### config.mk
export PLATFORM = sky130hd
export DESIGN_NAME = gps_uart_rx
export DESIGN_NICKNAME = d
export VERILOG_FILES = /design/src/rtl/gps_uart_rx.sv
export SDC_FILE = /design/constraint.sdc
export NUM_CORES = 1
export LEC_CHECK = 0
export ABC_AREA = 1
export CAP_MARGIN = 20
export CORE_UTILIZATION = 60
export CTS_CLUSTER_DIAMETER = 150
export DETAILED_ROUTE_END_ITERATION = 8
export HOLD_SLACK_MARGIN = 0.12
export PLACE_DENSITY_LB_ADDON = 0.3
export SETUP_SLACK_MARGIN = 0.2
export SLEW_MARGIN = 15
export SYNTH_ARGS = -nofsm -noshare
export SYNTH_HDL_FRONTEND = slang
export SYNTH_SLANG_ARGS = --single-unit
### constraint.sdc
create_clock -name sys_clk -period 3.3 [get_ports sys_clk]
set_input_delay 0.495 -clock sys_clk [delete_from_list [all_inputs] [get_ports sys_clk]]
set_output_delay 0.495 -clock sys_clk [all_outputs]
set_load 0.01 [all_outputs]
### src/rtl/gps_uart_rx.sv
// gps_uart_rx: 8N1 LSB-first UART receiver feeding the NMEA parser.
// Optional build macro: GPS_UART_RX_MAJORITY_EN (2-of-3 bit voting).
//
// Ports:
//   sys_clk    in   system clock
//   sys_rst_n  in   asynchronous active-low reset
//   rx         in   asynchronous serial line, idles high
//   po_data    out  [7:0] last correctly received byte
//   po_flag    out  one-cycle strobe, po_data is new
//   frame_err  out  one-cycle strobe, stop bit sampled low
//   rx_busy    out  high while a frame is in progress
module gps_uart_rx #(
    parameter int CLK_FREQ = 50_000_000,
    parameter int BAUD     = 9600
) (
    input  logic       sys_clk,
    input  logic       sys_rst_n,
    input  logic       rx,
    output logic [7:0] po_data,
    output logic       po_flag,
    output logic       frame_err,
    output logic       rx_busy
);

    localparam int BIT_CNT_MAX = CLK_FREQ / BAUD;
    localparam int HALF        = BIT_CNT_MAX / 2;
    localparam int CW          = $clog2(BIT_CNT_MAX);

`ifdef GPS_UART_RX_MAJORITY_EN
    // Vote completes one count later than the centre sample.
    localparam int DEC = HALF + 1;
`else
    localparam int DEC = HALF;
`endif

    localparam logic [CW-1:0] CNT_LAST = CW'(BIT_CNT_MAX - 1);
    localparam logic [CW-1:0] CNT_DEC  = CW'(DEC);

    typedef enum logic [2:0] {
        S_IDLE,
        S_START,
        S_DATA,
        S_STOP,
        S_BREAK
    } state_t;

    state_t        state_q, state_d;
    logic          rx_s1_q, rx_s2_q, rx_h_q;
    logic [CW-1:0] cnt_q, cnt_d, cnt_run;
    logic [2:0]    idx_q, idx_d;
    logic [7:0]    shift_q, shift_d;
    logic [7:0]    data_q, data_d;
    logic          flag_q, flag_d;
    logic          ferr_q, ferr_d;
    logic          busy_q, busy_d;
    logic          start_edge;
    logic          at_dec;
    logic          bit_val;

    // Two-flop synchroniser plus a history flop for edge detection.
    always_ff @(posedge sys_clk or negedge sys_rst_n) begin
        if (!sys_rst_n) begin
            rx_s1_q <= 1'b1;
            rx_s2_q <= 1'b1;
            rx_h_q  <= 1'b1;
        end else begin
            rx_s1_q <= rx;
            rx_s2_q <= rx_s1_q;
            rx_h_q  <= rx_s2_q;
        end
    end

    assign start_edge = rx_h_q & ~rx_s2_q;
    assign at_dec     = (cnt_q == CNT_DEC);

`ifdef GPS_UART_RX_MAJORITY_EN
    logic [1:0] maj_q, maj_d;

    // Capture the two early samples; the third is the live line.
    always_comb begin
        maj_d = maj_q;
        if (cnt_q == CW'(HALF - 1)) begin
            maj_d[0] = rx_s2_q;
        end
        if (cnt_q == CW'(HALF)) begin
            maj_d[1] = rx_s2_q;
        end
    end

    always_ff @(posedge sys_clk or negedge sys_rst_n) begin
        if (!sys_rst_n) begin
            maj_q <= 2'b11;
        end else begin
            maj_q <= maj_d;
        end
    end

    assign bit_val = (maj_q[0] & maj_q[1])
                   | (maj_q[0] & rx_s2_q)
                   | (maj_q[1] & rx_s2_q);
`else
    assign bit_val = rx_s2_q;
`endif

    assign cnt_run = (cnt_q == CNT_LAST) ? '0 : cnt_q + 1'b1;

    always_comb begin
        state_d = state_q;
        cnt_d   = cnt_q;
        idx_d   = idx_q;
        shift_d = shift_q;
        data_d  = data_q;
        flag_d  = 1'b0;
        ferr_d  = 1'b0;
        busy_d  = busy_q;

        case (state_q)
            S_IDLE: begin
                cnt_d = '0;
                if (start_edge) begin
                    state_d = S_START;
                    idx_d   = 3'd0;
                    busy_d  = 1'b1;
                end
            end

            // Confirm the start bit mid-period, then wait out the
            // rest of it so data samples land mid-bit.
            S_START: begin
                cnt_d = cnt_run;
                if (at_dec && bit_val) begin
                    state_d = S_IDLE;
                    busy_d  = 1'b0;
                    cnt_d   = '0;
                end else if (cnt_q == CNT_LAST) begin
                    state_d = S_DATA;
                end
            end

            S_DATA: begin
                cnt_d = cnt_run;
                if (at_dec) begin
                    shift_d[idx_q] = bit_val;
                end
                if (cnt_q == CNT_LAST) begin
                    if (idx_q == 3'd7) begin
                        state_d = S_STOP;
                    end else begin
                        idx_d = idx_q + 3'd1;
                    end
                end
            end

            // Leave mid stop bit so a back-to-back start is caught.
            S_STOP: begin
                cnt_d = cnt_run;
                if (at_dec) begin
                    cnt_d = '0;
                    if (bit_val) begin
                        data_d  = shift_q;
                        flag_d  = 1'b1;
                        busy_d  = 1'b0;
                        state_d = S_IDLE;
                    end else begin
                        ferr_d  = 1'b1;
                        state_d = S_BREAK;
                    end
                end
            end

            S_BREAK: begin
                cnt_d = '0;
                if (rx_s2_q) begin
                    state_d = S_IDLE;
                    busy_d  = 1'b0;
                end
            end

            default: begin
                state_d = S_IDLE;
                cnt_d   = '0;
                busy_d  = 1'b0;
            end
        endcase
    end

    always_ff @(posedge sys_clk or negedge sys_rst_n) begin
        if (!sys_rst_n) begin
            state_q <= S_IDLE;
            cnt_q   <= '0;
            idx_q   <= 3'd0;
            shift_q <= 8'h00;
            data_q  <= 8'h00;
            flag_q  <= 1'b0;
            ferr_q  <= 1'b0;
            busy_q  <= 1'b0;
        end else begin
            state_q <= state_d;
            cnt_q   <= cnt_d;
            idx_q   <= idx_d;
            shift_q <= shift_d;
            data_q  <= data_d;
            flag_q  <= flag_d;
            ferr_q  <= ferr_d;
            busy_q  <= busy_d;
        end
    end

    assign po_data   = data_q;
    assign po_flag   = flag_q;
    assign frame_err = ferr_q;
    assign rx_busy   = busy_q;

endmodule

======== Word-level counts from Yosys, hierarchy flattened ========
Index checks and enable logic that the tools add are counted.
storage, ports and cells
  flip-flop bits (word level) ............. 41
  input bits .............................. 3
  output and inout port bits .............. 11
  logic and storage cells ................. 73
operators by class
  $add $sub $neg .......................... 2
  magnitude comparators ................... 2
  eq/ne operators ......................... 15
  mux-type cells .......................... 31
  bitwise operators ....................... 3
  reductions and logical operators ........ 9
operators by type and width
  operator                                             number
  2-to-1 mux 13 bit                                    3
  case mux 13 bit (3 select lines)                     1
  2-to-1 mux 3 bit                                     11
  case mux 3 bit (5 select lines)                      1
  inequality test 2 bit, second input constant         7
  adder 13 x 1 -> 13 bit, second input constant        1
  == test 13 x 12 -> 1 bit, second input constant      1
  == test 13 bit, second input constant                1
  2-to-1 mux 1 bit                                     11
  bitwise mux 8 bit                                    1
  AND reduction 4 bit                                  2
  == test 3 x 2 -> 1 bit, second input constant        2
  == test 3 bit, second input constant                 2
  case mux 3 bit (2 select lines)                      1
  AND reduction 6 bit                                  1
  case mux 1 bit (5 select lines)                      1
  < comparator 3 x 4 -> 1 bit, second input constant   1
  adder 3 x 1 -> 3 bit, second input constant          1
  demux 1 bit (select 3 bit)                           1
  == test 3 x 1 -> 1 bit, second input constant        1
  >= comparator 3 x 1 -> 1 bit, second input constant  1
  zero test 3 bit                                      1
  inequality test 3 bit, second input constant         1
  AND reduction 3 bit                                  1
  5 further kinds                                      7

======== Logic depth before layout (Yosys ltp) ========
  depth in word-level cells ............... 5
  gate-level depth with buffers ........... 11
  depth with buffers taken out ............ 11

======== Worst setup path after synthesis ========
No wires, ideal clock.
  path type ............................... register to register
  start ................................... register cnt_q[0]
  end ..................................... register state_q[1]
  library setup time ...................... 117 ps
  data arrival time ....................... 1404 ps
  required time ........................... 3183 ps
  slack ................................... 1778 ps
  cell stages (with the launch flop) ...... 12
  path buffers ............................ 0
  period minus slack after synthesis ...... 1522 ps
  path through ............................ dfrtp_1 -> inv_1 -> ha_1 -> nand2_1 -> nor2_2 -> nand3_4 -> nand2_1 -> inv_1 -> nor2_2 -> nand2_1 -> nand2_1 -> nand2_1
between the ends
  word-level cells in the longest chain between the ends .. 4
  elaborated cells between the ends (all ways) .. 9
  those cells by class .................... eq/ne: 5; mux: 2; reduce/logical: 2
ends and longest elaborated chain
  element                                                                                         RTL line  source
  from (decl)                                                                                     49        logic [CW-1:0] cnt_q, cnt_d, cnt_run;
  from (signal assigned)                                                                          199       cnt_q <= cnt_d;
  == test 13 x 12 -> 1 bit                                                                        74        assign at_dec = (cnt_q == CNT_DEC);
  logical AND 1 bit                                                                               131       if (at_dec && bit_val) begin
  inequality test 3 bit (no source line) / 2-to-1 mux 3 bit (equally long branches)               -
  AND reduction 6 bit (no source line) / case mux 3 bit (5 select lines) (equally long branches)  -
  to (signal assigned)                                                                            198       state_q <= state_d;
  to (decl)                                                                                       47        state_t state_q, state_d;
Parallel ways exist; a longest one is shown, timed or not.
A chain may end at the register's enable or synchronous reset.

======== Worst setup path in the final report ========
Same ends and word-level chain as after synthesis.

==> impl_metrics.tcl <==
set metrics [dict create \
    outcome "finished clean" \
    power.density_nw_per_um2 559.0 \
    crit_slowest_cell "dfrtp_1" \
    place.port_buffers 13 \
    max_slew_margin 0.3968 \
    setup_viol_count_final 0 \
    first_pass_iters 5 \
    tritoncts "yes" \
    avgSynthCellArea_sq_um 7.625 \
    fillers 296 \
    synth-adder-area-share 0.02058 \
    viasPerCell 5.793 \
    crit_arrival_ns 1.97 \
    slowest_delay_ns 0.40 \
    die_h_um 65.67 \
    min-delay-path-class "input pin to async pin" \
    grt_antenna_before_repair 0 \
    synth_area_sq_um 2432 \
    die_x_um 65.67 \
    cts_sinks 41 \
    antenna_cells 0 \
    maxSlewViolCount 0 \
    finalHoldViolCount 0 \
    drt_iter0_drc 204 \
    pin_count 14 \
    path_class "register to register" \
    async_reset_ff_frac 1.000 \
    crit_fanout 10 \
    start_kind "register" \
    synth_xor_xnor_area_share 0.003601 \
    syn_to_final_growth_pct 10.44 \
    finClkSkew_ns 0.01088 \
    critical_path.most_common_cell "nand2_1" \
    ys_ff_latch 41 \
    synth_edf_count 0 \
    power_mw 1.502 \
    critPathBufInv 2 \
    syn_inst 319 \
    peakVddDrop_uv 362.9 \
    routed_wirelength_um 5397 \
    regToRegStartpoint "cnt_q[0]" \
    final_cell_mix "93 x nand2_1, 40 x nand3_1, 38 x dfrtp_1" \
    final_area_sq_um 2686 \
    ys_seq_area_frac 0.4234 \
    r2r_end "state_q[1]" \
    path_clk_slew_ns 0.09 \
    dieArea_sq_um 4313 \
    cts_made_buffers 5 \
    place_hpwl_um 3830 \
    worst_pin_slew_ns 0.9048 \
    core_sq_um 3771 \
    htreeDepth 2 \
    max_cap_violations 0 \
    period_share 0.5353 \
    path_cells "inv_1 > ha_1 > nand2_1 > nor2_2 > nand3_4 > nand2_1 > inv_1 > nor2_2 > nand2_1 > nand2_1 > nand2_1" \
    yosysWarnings 0 \
    start_util 0.6450 \
    yosys.cell_types.count 32 \
    grt_usage 0.2915 \
    finalWeightedCongestion 0.9568 \
    muxShareOfSynthArea 0 \
    ctsHoldBuffers 0 \
    drive_gt1_frac 0.1381 \
    grt_first_pass_wirelength_um 9542 \
    grt_overflow_total 0 \
    crit_family "simple AND/OR/NAND/NOR gates" \
    dr_total_vias 2207 \
    wl_per_cell_um 14.17 \
    tns_ns 0 \
    grt_pass1_vias 2051 \
    ant_nets 0 \
    r2r_cells 11 \
    cts_setup_buffers 0 \
    endpoint_kind "register" \
    root_buffer "clkbuf_8" \
    final_common_cell "nand2_1" \
    synth-compound-area-share 0.07202 \
    dpl_cell_area_sq_um 2571 \
    insertion_delay_ns 0.30 \
    fin_crit_ns 1.767 \
    num-nets-final 339 \
    route.detailed.drc 0 \
    cts_resized 0 \
    ys.flop_type "dfrtp_1" \
    fin_util 0.7123 \
    cp.required_ns 3.50 \
    power.leakage_nw 1.294 \
    row_count 22 \
    syn_nets 326 \
    clock_path_buffers 2 \
    r2r_slack_ns 1.53 \
    max_freq_mhz 566.1 \
    grt_max_degree 42 \
    synth-simple-area-share 0.4007 \
    synth_top_family_by_area "simple AND/OR/NAND/NOR gates" \
    rsz0062_at_grt "false" \
]
## cell usage after synthesis (2+ instances only)
master	n	share of area
nand2_1	93	0.14
nand3_1	40	0.082
dfrtp_1	38	0.39
inv_1	28	0.043
nor2_1	26	0.040
nand4_1	16	0.041
o21ai_0	12	0.025
inv_2	9	0.014
nor2_2	8	0.021
a31oi_1	4	0.010
buf_2	4	0.0082
ha_1	4	0.021
o31ai_1	4	0.012
a21oi_1	3	0.0062
dfstp_2	3	0.032
nand2_2	3	0.0077
nand3_4	3	0.022
o21ai_1	3	0.0062
buf_4	2	0.0062
nand2_4	2	0.0093
nor2_4	2	0.0093
nor3_2	2	0.0082
## flip-flops by register name, summed over array words and instances (netlist names), 3 cells and up
name	cells
cnt_q	13
po_data	8
shift_q	8
state_q	3
idx_q	3
## final cells by class
class,count,area [sq um],area share
multi-input cells,233,1209,0.4499
clock buffers,5,68.82,0.02562
inverters,38,147.6,0.05496
well taps,48,60.06,0.02236
clock inverters,3,46.29,0.01723
flip-flops and latches,41,1030,0.3833
repair buffers,13,125.1,0.04658
## power by group
group / total (mW) / leakage [nW] / switching [mW] / internal [mW]
Combinational: 0.469 / 0.685 / 0.329 / 0.141
Clock: 0.415 / 0.0543 / 0.188 / 0.227
Sequential: 0.618 / 0.555 / 0.0694 / 0.548
## metrics by stage
step / worst slack, ns / std cells / hold WS (ns)
2_1_floorplan: 1.778 / 319 / 0.1994
3_3_place_gp: 1.604 / 373 / 0.3457
3_5_place_dp: 1.558 / 373 / 0.3472
4_1_cts: 1.543 / 381 / 0.3507
5_1_grt: 1.385 / 381 / 0.3563
6_report: 1.533 / 381 / 0.3173
## metal layers
| metal | vias to the layer above | part of all wire | track usage |
|---|---|---|---|
| met5 | - | 0 | 0 |
| met4 | 0 | 0.015 | 0.08967 |
| met3 | 11 | 0.075 | 0.06424 |
| met2 | 103 | 0.44 | 0.4286 |
| met1 | 1011 | 0.47 | 0.4233 |
| li1 | 1082 | - | - |
## worst max-delay path by stage
stage,startpoint,endpoint,slack (ns),cells past startpoint
6_report,cnt_q[0],state_q[1],1.53,11
2_1_floorplan,cnt_q[0],state_q[1],1.78,11
5_1_grt,cnt_q[0],state_q[1],1.38,11
3_5_place_dp,cnt_q[0],state_q[1],1.56,11
4_1_cts,cnt_q[0],state_q[1],1.54,11
3_3_place_gp,state_q[1],rx_busy,1.60,4
## cells by family after synthesis
group | after synthesis
buf+inv | 45
simple gates | 199
xor+xnor | 1
compound gates | 29
fa+ha+maj | 4
flops | 41
Power figures use the tool's default switching activity.
